**src/rtl/fft_ctrl64.sv**
```systemverilog
// fft_ctrl64: address/strobe sequencer for a 64-point radix-2 DIT FFT.
// Walks FFT_LOG stages of 2^(FFT_LOG-1) butterflies, one butterfly per
// cycle. It issues the operand read addresses and the twiddle index, and
// replays the read addresses PIPE_LAT cycles later as in-place write-back
// addresses.
//
// Optional feature: define FFT_CTRL_HOLD_EN to add hold_i. While hold_i is
// high the whole sequencer freezes and both strobes are forced low.
//
// Ports:
//   clk, rst            clock, asynchronous active-high reset
//   start_i             start a transform (sampled in IDLE only)
//   busy_o, done_o      transform in progress / one-cycle completion pulse
//   stage_o             current read stage
//   rd_en_o             operand read strobe
//   rd_addr1_o/2_o      upper/lower butterfly operand addresses
//   wn_idx_o            twiddle exponent k of W^k, valid with rd_en_o
//   wr_en_o             write-back strobe
//   wr_addr1_o/2_o      write-back addresses for core outputs 1/2
//   hold_i              freeze request (FFT_CTRL_HOLD_EN builds only)
module fft_ctrl64 #(
  parameter int unsigned FFT_LOG  = 6,
  parameter int unsigned PIPE_LAT = 2
) (
  input  logic               clk,
  input  logic               rst,
  input  logic               start_i,
  output logic               busy_o,
  output logic               done_o,
  output logic [2:0]         stage_o,
  output logic               rd_en_o,
  output logic [FFT_LOG-1:0] rd_addr1_o,
  output logic [FFT_LOG-1:0] rd_addr2_o,
  output logic [FFT_LOG-2:0] wn_idx_o,
  output logic               wr_en_o,
  output logic [FFT_LOG-1:0] wr_addr1_o,
  output logic [FFT_LOG-1:0] wr_addr2_o
`ifdef FFT_CTRL_HOLD_EN
  ,
  input  logic               hold_i
`endif
);

  localparam int unsigned AW = FFT_LOG;
  localparam int unsigned BW = FFT_LOG - 1;
  localparam int unsigned SW = 3;
  localparam int unsigned TW = 2;

  localparam logic [BW-1:0] B_LAST = '1;
  localparam logic [SW-1:0] S_LAST = SW'(FFT_LOG - 1);
  localparam logic [TW-1:0] T_LAST = TW'(PIPE_LAT - 1);

  typedef enum logic [2:0] {IDLE, RUN, GAP, FLUSH, DONE} state_t;

  typedef struct packed {
    logic          v;
    logic [AW-1:0] a1;
    logic [AW-1:0] a2;
  } wb_t;

  state_t        state;
  logic [BW-1:0] bfly;
  logic [TW-1:0] timer;
  wb_t           pipe [PIPE_LAT];
  wb_t           ext  [PIPE_LAT];

  logic          hold_c;
  logic          issue_c;
  logic [SW-1:0] iss_s_c;
  logic [BW-1:0] iss_b_c;
  logic [AW-1:0] iss_a1_c;
  logic [AW-1:0] iss_a2_c;
  logic [BW-1:0] iss_wn_c;

`ifdef FFT_CTRL_HOLD_EN
  assign hold_c = hold_i;
`else
  assign hold_c = 1'b0;
`endif

  // Low s bits set: selects the position within a butterfly group.
  function automatic logic [AW-1:0] lo_mask(input logic [SW-1:0] s);
    return (AW'(1) << s) - AW'(1);
  endfunction

  // grp*2^(s+1) + pos: the group bits move up by one to open a gap of half.
  function automatic logic [AW-1:0] addr1_f(input logic [SW-1:0] s, input logic [BW-1:0] b);
    logic [AW-1:0] bx;
    logic [AW-1:0] m;
    bx = AW'(b);
    m  = lo_mask(s);
    return ((bx & ~m) << 1) | (bx & m);
  endfunction

  function automatic logic [AW-1:0] addr2_f(input logic [SW-1:0] s, input logic [BW-1:0] b);
    return addr1_f(s, b) | (AW'(1) << s);
  endfunction

  function automatic logic [BW-1:0] wn_f(input logic [SW-1:0] s, input logic [BW-1:0] b);
    return BW'((AW'(b) & lo_mask(s)) << (S_LAST - s));
  endfunction

  // Butterfly presented in the next cycle, and whether one is issued at all.
  always_comb begin
    iss_s_c = stage_o;
    iss_b_c = bfly + BW'(1);
    issue_c = 1'b0;
    unique case (state)
      IDLE: begin
        iss_s_c = '0;
        iss_b_c = '0;
        issue_c = start_i;
      end
      RUN:  issue_c = (bfly != B_LAST);
      GAP: begin
        iss_s_c = stage_o + SW'(1);
        iss_b_c = '0;
        issue_c = (timer == T_LAST);
      end
      default: issue_c = 1'b0;
    endcase
    iss_a1_c = addr1_f(iss_s_c, iss_b_c);
    iss_a2_c = addr2_f(iss_s_c, iss_b_c);
    iss_wn_c = wn_f(iss_s_c, iss_b_c);
  end

  // Write-back delay line input: the butterfly currently presented is valid in RUN.
  always_comb begin
    ext[0] = '{v: (state == RUN), a1: rd_addr1_o, a2: rd_addr2_o};
    for (int i = 1; i < int'(PIPE_LAT); i++) begin
      ext[i] = pipe[i-1];
    end
  end

  assign wr_addr1_o = pipe[PIPE_LAT-1].a1;
  assign wr_addr2_o = pipe[PIPE_LAT-1].a2;

  // Sequencer FSM, counters and write-back delay line.
  always_ff @(posedge clk or posedge rst) begin
    if (rst) begin
      state      <= IDLE;
      bfly       <= '0;
      timer      <= '0;
      busy_o     <= 1'b0;
      done_o     <= 1'b0;
      stage_o    <= '0;
      rd_en_o    <= 1'b0;
      rd_addr1_o <= '0;
      rd_addr2_o <= '0;
      wn_idx_o   <= '0;
      wr_en_o    <= 1'b0;
      for (int i = 0; i < int'(PIPE_LAT); i++) begin
        pipe[i] <= '0;
      end
    end else if (hold_c) begin
      // Frozen: only the strobes are masked; all state keeps its value.
      rd_en_o <= 1'b0;
      wr_en_o <= 1'b0;
      done_o  <= 1'b0;
    end else begin
      for (int i = 0; i < int'(PIPE_LAT); i++) begin
        pipe[i] <= ext[i];
      end
      wr_en_o <= ext[PIPE_LAT-1].v;
      rd_en_o <= 1'b0;
      done_o  <= 1'b0;

      if (issue_c) begin
        stage_o    <= iss_s_c;
        bfly       <= iss_b_c;
        rd_en_o    <= 1'b1;
        rd_addr1_o <= iss_a1_c;
        rd_addr2_o <= iss_a2_c;
        wn_idx_o   <= iss_wn_c;
      end

      unique case (state)
        IDLE: begin
          if (start_i) begin
            state  <= RUN;
            busy_o <= 1'b1;
          end
        end
        RUN: begin
          if (bfly == B_LAST) begin
            timer <= '0;
            state <= (stage_o == S_LAST) ? FLUSH : GAP;
          end
        end
        GAP: begin
          if (timer == T_LAST) begin
            state <= RUN;
          end else begin
            timer <= timer + TW'(1);
          end
        end
        FLUSH: begin
          if (timer == T_LAST) begin
            state  <= DONE;
            done_o <= 1'b1;
          end else begin
            timer <= timer + TW'(1);
          end
        end
        DONE: begin
          state  <= IDLE;
          busy_o <= 1'b0;
        end
        default: state <= IDLE;
      endcase
    end
  end

endmodule

```
**config.mk**
```make
export PLATFORM = sky130hd
export DESIGN_NAME = fft_ctrl64
export DESIGN_NICKNAME = d
export VERILOG_FILES = /design/src/rtl/fft_ctrl64.sv
export SDC_FILE = /design/constraint.sdc
export NUM_CORES = 1
export LEC_CHECK = 0
export ABC_AREA = 1
export ABC_CLOCK_PERIOD_IN_PS = 2000
export CAP_MARGIN = 40
export CORE_MARGIN = 1
export CORE_UTILIZATION = 50
export CTS_BUF_LIST = sky130_fd_sc_hd__clkbuf_4
export DETAILED_ROUTE_END_ITERATION = 8
export HOLD_SLACK_MARGIN = 0.03
export PLACE_DENSITY = 0.78
export RECOVER_POWER = 50
export SYNTH_ARGS = -nofsm -noshare
export SYNTH_HDL_FRONTEND = slang
export SYNTH_SLANG_ARGS = --single-unit
```
**constraint.sdc**
```tcl
create_clock -name clk -period 2 [get_ports clk]
set_clock_uncertainty 0.05 [all_clocks]
set_input_delay 0.4 -clock clk [delete_from_list [all_inputs] [get_ports clk]]
set_output_delay 0.4 -clock clk [all_outputs]
set_load 0.02 [all_outputs]
```
Word-level counts from Yosys, hierarchy flattened
Cells that the tools add are included.

word-level totals
  output and inout port bits = 36
  register bits = 59
  input port bits = 3
  memories kept = 0
  logic and storage cells = 66
  memory bits (writable) = 0
  ROM bits = 0
  bits in latches = 0

operators by class
  multiplexer cells = 17
  magnitude comparators = 0
  reductions and logical operators = 8
  bitwise operators = 5
  divide/modulo/power cells = 0
  add/subtract/negate cells = 5
  shift-type cells = 2
  eq/ne operators = 13
  multiply operators = 0

operators with widths
  kind                                                                    number
  3-bit two-way mux                                                       4
  6-bit OR                                                                2
  3-bit one-hot mux with 4 select lines                                   1
  2-bit inequality test (second input constant)                           4
  5-bit by 6-bit AND with 6-bit output                                    1
  3-bit by 2-bit equality test with 1-bit output (second input constant)  2
  3-bit equality test (second input constant)                             2
  3-bit one-hot mux with 2 select lines                                   1
  1-bit by 3-bit << shifter with 6-bit output (first input constant)      1
  6-bit by 3-bit << shifter with 5-bit output                             1
  6-bit by 2-bit subtractor with 6-bit output (second input constant)     1
  5-bit by 1-bit adder with 5-bit output (second input constant)          1
  5-bit AND                                                               1
  5-bit equality test (second input constant)                             1
  1-bit two-way mux                                                       5
  5-bit two-way mux                                                       1
  5-bit inequality test (second input constant)                           1
  5-bit NOT                                                               1
  2-bit two-way mux                                                       2
  2-bit one-hot mux with 2 select lines                                   1
  4-bit AND reduction                                                     1
  2-bit nonzero test                                                      2
  2-bit OR reduction                                                      2
  3-bit by 1-bit adder with 3-bit output (second input constant)          1
  other kinds (10)                                                        10

Longest topological paths before layout
  word-level depth = 8
  gate-level depth with buffers = 16

Worst setup path before layout
No wires, ideal clock.

  kind = reg-to-reg
  start = register stage_o[1]
  end = register wn_idx_o[3]
  path buffers = 0
  setup time = 0.077 ns
  arrival = 2.246 ns
  data required time = 1.873 ns
  cell stages (with the launch flop) = 16
  period minus slack after synthesis = 2.373 ns
  path slack = -0.373 ns
  cell sequence = dfrtp_1 inv_1 ha_1 inv_1 nand3_1 nand2_2 inv_1 nand2_1 nor2_1 inv_1 ha_1 nor3_1 inv_1 o21ai_0 a21oi_1 a21oi_1

on the way
  cells in the longest elaborated chain, start to end = 6
  elaborated cells on any way between the ends = 7
  those cells by class = add/sub: 3; shift: 2; mux: 1; bitwise: 1

RTL lines
  item                                             line  RTL
  start, declared                                  30    output logic [2:0] stage_o,
  start signal, assigned                           169   stage_o <= iss_s_c;
  3-bit by 1-bit adder with 3-bit output           116   iss_s_c = stage_o + SW'(1);
  3-bit one-hot mux with 2 select lines (*)        108   unique case (state)
  1-bit by 3-bit << shifter with 6-bit output      83    return (AW'(1) << s) - AW'(1);
  6-bit by 2-bit subtractor with 6-bit output      83
  5-bit by 6-bit AND with 6-bit output             100   return BW'((AW'(b) & lo_mask(s)) << (S_LAST - s));
  6-bit by 3-bit << shifter with 5-bit output (*)  100
  end signal, assigned                             174   wn_idx_o <= iss_wn_c;
  end, declared                                    34    output logic [FFT_LOG-2:0] wn_idx_o,

Mark *: on every way between the ends. The rest lies on a longest branch, timed or not.
A chain may end at the register's enable or synchronous reset.

Worst setup path in the final report
  start = register stage_o[1]
  end = register wn_idx_o[1]

Same word-level chain as after synthesis.

==> flow_summary.yaml <==
synth:
  synth-main-ff-cell: "dfrtp_1"
  ys_ff_latch: 59
  yosys-top-cells-area: "dfrtp_1 (59%), nand2_1 (8.2%), inv_1 (3.9%)"
  yosysMostFrequentCell: "dfrtp_1"
  yosysUniqueCellTypes: 29
  syn_avg_cell_area_sq_um: 9.857
  seq_area_frac_synth: 0.5897
  synth_common_cells: "dfrtp_1 (59), nand2_1 (55), inv_1 (26)"
  synthArstFlopShare: 1.000
  synthCells: 254
  synth_top_area_share: 0.5897
  syn_area_sq_mm: 0.002504
  syn_nets: 263
  synth-edff-count: 0
  synth_top_cell_by_area: "dfrtp_1"
  synth-warning-count: 0
cells_and_area:
  area_growth_pct: 39.73
  final_cells: 404
  postLayoutCoreUtil: 0.7310
  final_nets: 341
  diodes: 0
  drive_gt1_frac: 0.3175
  final_area_sq_mm: 0.003498
floorplanning:
  core_area_sq_mm: 0.004786
  fp-row-count: 25
  fp.dieW_um: 72.76
  ioPinCount: 39
  die-area_sq_mm: 0.005294
  start_util: 0.5231
  die_y_um: 72.76
setup_path:
  arrival_ns: 2.40
  worst_path_max_delay_cell: "dfrtp_2"
  rr_startpoint: "stage_o[1]$_DFFE_PP0P_"
  startpoint_type: "flop"
  endpoint_kind: "flop"
  r2r_cells: 15
  critical_path.max_stage_delay_ns: 0.44
  r2r_end: "wn_idx_o[1]$_DFFE_PP0P_"
  worstPathCellList: "inv_2, ha_4, inv_2, nand3_2, nand2_4, inv_2, nand2_2, nor2_4, inv_2, ha_4, nor3_4, inv_2, o21ai_2, buf_4, a22o_1"
  path_class: "flop to flop"
  r2r_slack_ns: -0.07
  critPathRequiredTime_ns: 2.33
  cpMostUsedCell: "inv_2"
  path_max_fanout: 4
placed_design:
  port_buffers: 38
  hpwl_um: 3696
  gp_congestion: 0.8830
  place_inst: 380
  place_area_sq_mm: 0.003169
  place_ws_ns: -0.2975
global_routing:
  antenna_found_initial: 0
  grt_max_degree: 60
  grt_first_pass_wirelength_um: 9039
  grt_pass1_vias: 1952
  grt-ovfl-total: 0
  grt.total_usage: 0.2334
drt:
  drt_first_pass_iters: 4
  drc: 0
  postRouteWirelength_um: 5518
  post_drt_wl_per_cell_um: 13.66
  drt_first_iter_violations: 115
  num_vias: 2001
  postRouteAntennaNets: 0
  via_per_inst: 4.953
clocking:
  postCtsHoldBufs: 0
  cts_num_sinks: 59
  clkTransAtPathRegs_ns: 0.11
  insertion_delay_ns: 0.43
  cts_tree: "built"
  cts_buffer_depth: 2
  root_buffer: "clkbuf_4"
  htreeDepth: 3
  cts_inserted_buffers: 9
sta:
  max_slew_margin: 0.06560
  finalSetupViolations: 7
  tightest_slew_ns: 1.402
  worst_slack_ns: -0.07086
  period_needed_ns: 2.071
  period_share: 1.035
  fmax_mhz: 482.9
  finalHoldViolations: 0
  tns_ns: -0.2449
  holdWs_ns: 0.2988
  rsz0062_at_grt: "yes"
  final_max_slew_viol_count: 0
outcome:
  outcome: "finished with violations"
  violations: "setup timing"
power:
  p_leak_nw: 1.723
  finalPower_mw: 6.600
  ir_drop_mv: 1.150
  powerDensity_mw_per_mm2: 1886
worst_hold_path:
  min_to: "wr_addr1_o[0]$_DFF_PP0_"
  whs_path_depth: 0
  min-delay-start: "ext[6]$_DFF_PP0_"
  min_path_type: "flop to flop"
job:
  drv_cap: 0
where the power goes:
group / leakage, nW / total [mW] / internal (mW) / switching (mW)
combinational: 0.868 / 3.62 / 1.66 / 1.96
clock: 0.101 / 1.13 / 0.642 / 0.490
sequential: 0.754 / 1.85 / 1.62 / 0.225
total: 1.72 / 6.60 / 3.92 / 2.68
cells by family after synthesis:
group / after synthesis / synth area share
flops: 59 / 0.5897
simple gates: 107 / 0.2029
buf+inv: 46 / 0.09096
fa+ha+maj: 6 / 0.02998
compound gates: 36 / 0.08645
cells in the final DEF (no fill, tap or decap), types with 4 or more instances in the layout:
cell	count
a21oi_1	4
buf_4	42
clkbuf_4	9
clkdlybuf4s50_1	36
dfrtp_1	57
ha_1	4
inv_1	19
inv_2	11
nand2_1	47
nand2_2	11
nand3_1	11
nand3_2	4
nor2_1	15
nor2_4	4
o211ai_1	5
o21ai_0	7
o21ai_1	6
worst max-delay path, delay by kind of cell, from the launching register on:
kind                     cells  cell delay, ns
adder cells (fa/ha/maj)      2            0.40
AO/OA/AOI/OAI                2            0.27
buffers and inverters        6            0.44
flip-flops                   1            0.44
AND/OR/NAND/NOR              5            0.42
worst max path at each step:
stage / from / endpoint
finish: stage_o[1]$_DFFE_PP0P_ / wn_idx_o[1]$_DFFE_PP0P_
global route: stage_o[1]$_DFFE_PP0P_ / wn_idx_o[3]$_DFFE_PP0P_
CTS: stage_o[1]$_DFFE_PP0P_ / wn_idx_o[3]$_DFFE_PP0P_
detailed placement: stage_o[0]$_DFFE_PP0P_ / wn_idx_o[3]$_DFFE_PP0P_
global placement: stage_o[0]$_DFFE_PP0P_ / wn_idx_o[3]$_DFFE_PP0P_
floorplan: stage_o[0]$_DFFE_PP0P_ / wn_idx_o[3]$_DFFE_PP0P_
final cells by class:
| type | count | area, sq um |
|---|---|---|
| sequential | 59 | 1479 |
| clock inverter | 7 | 125.1 |
| multi-input combinational | 150 | 924.6 |
| clock buffer | 9 | 67.56 |
| inverter | 31 | 116.4 |
| fill | 356 | 1287 |
| tap | 67 | 83.83 |
| timing repair buffer | 81 | 701.9 |
registers in the layout, indices dropped and copies added (netlist names):
name	cells
rd_addr2_o	6
rd_addr1_o	6
bfly	5
wn_idx_o	5
ext	13
wr_addr1_o	6
wr_addr2_o	6
timer	2
state	3
busy_o	1
rd_en_o	1
done_o	1
wr_en_o	1
stage_o	3
routing by layer:
layer,share of wire,up-vias,GRT usage
met1,0.44,953,0.2996
li1,-,970,-
met4,0.027,0,0.09150
met3,0.055,16,0.08011
met5,0,-,0
met2,0.48,62,0.3655
timing repair:
action | in CTS | in global routing
pin swaps | 7 | 12
buffers inserted | 4 | 3
endpoints found under the setup margin | 11 | 15
gates cloned | 1 | 0
resized for setup | 9 | 18
Note: power is estimated with default switching activity, not from simulation.
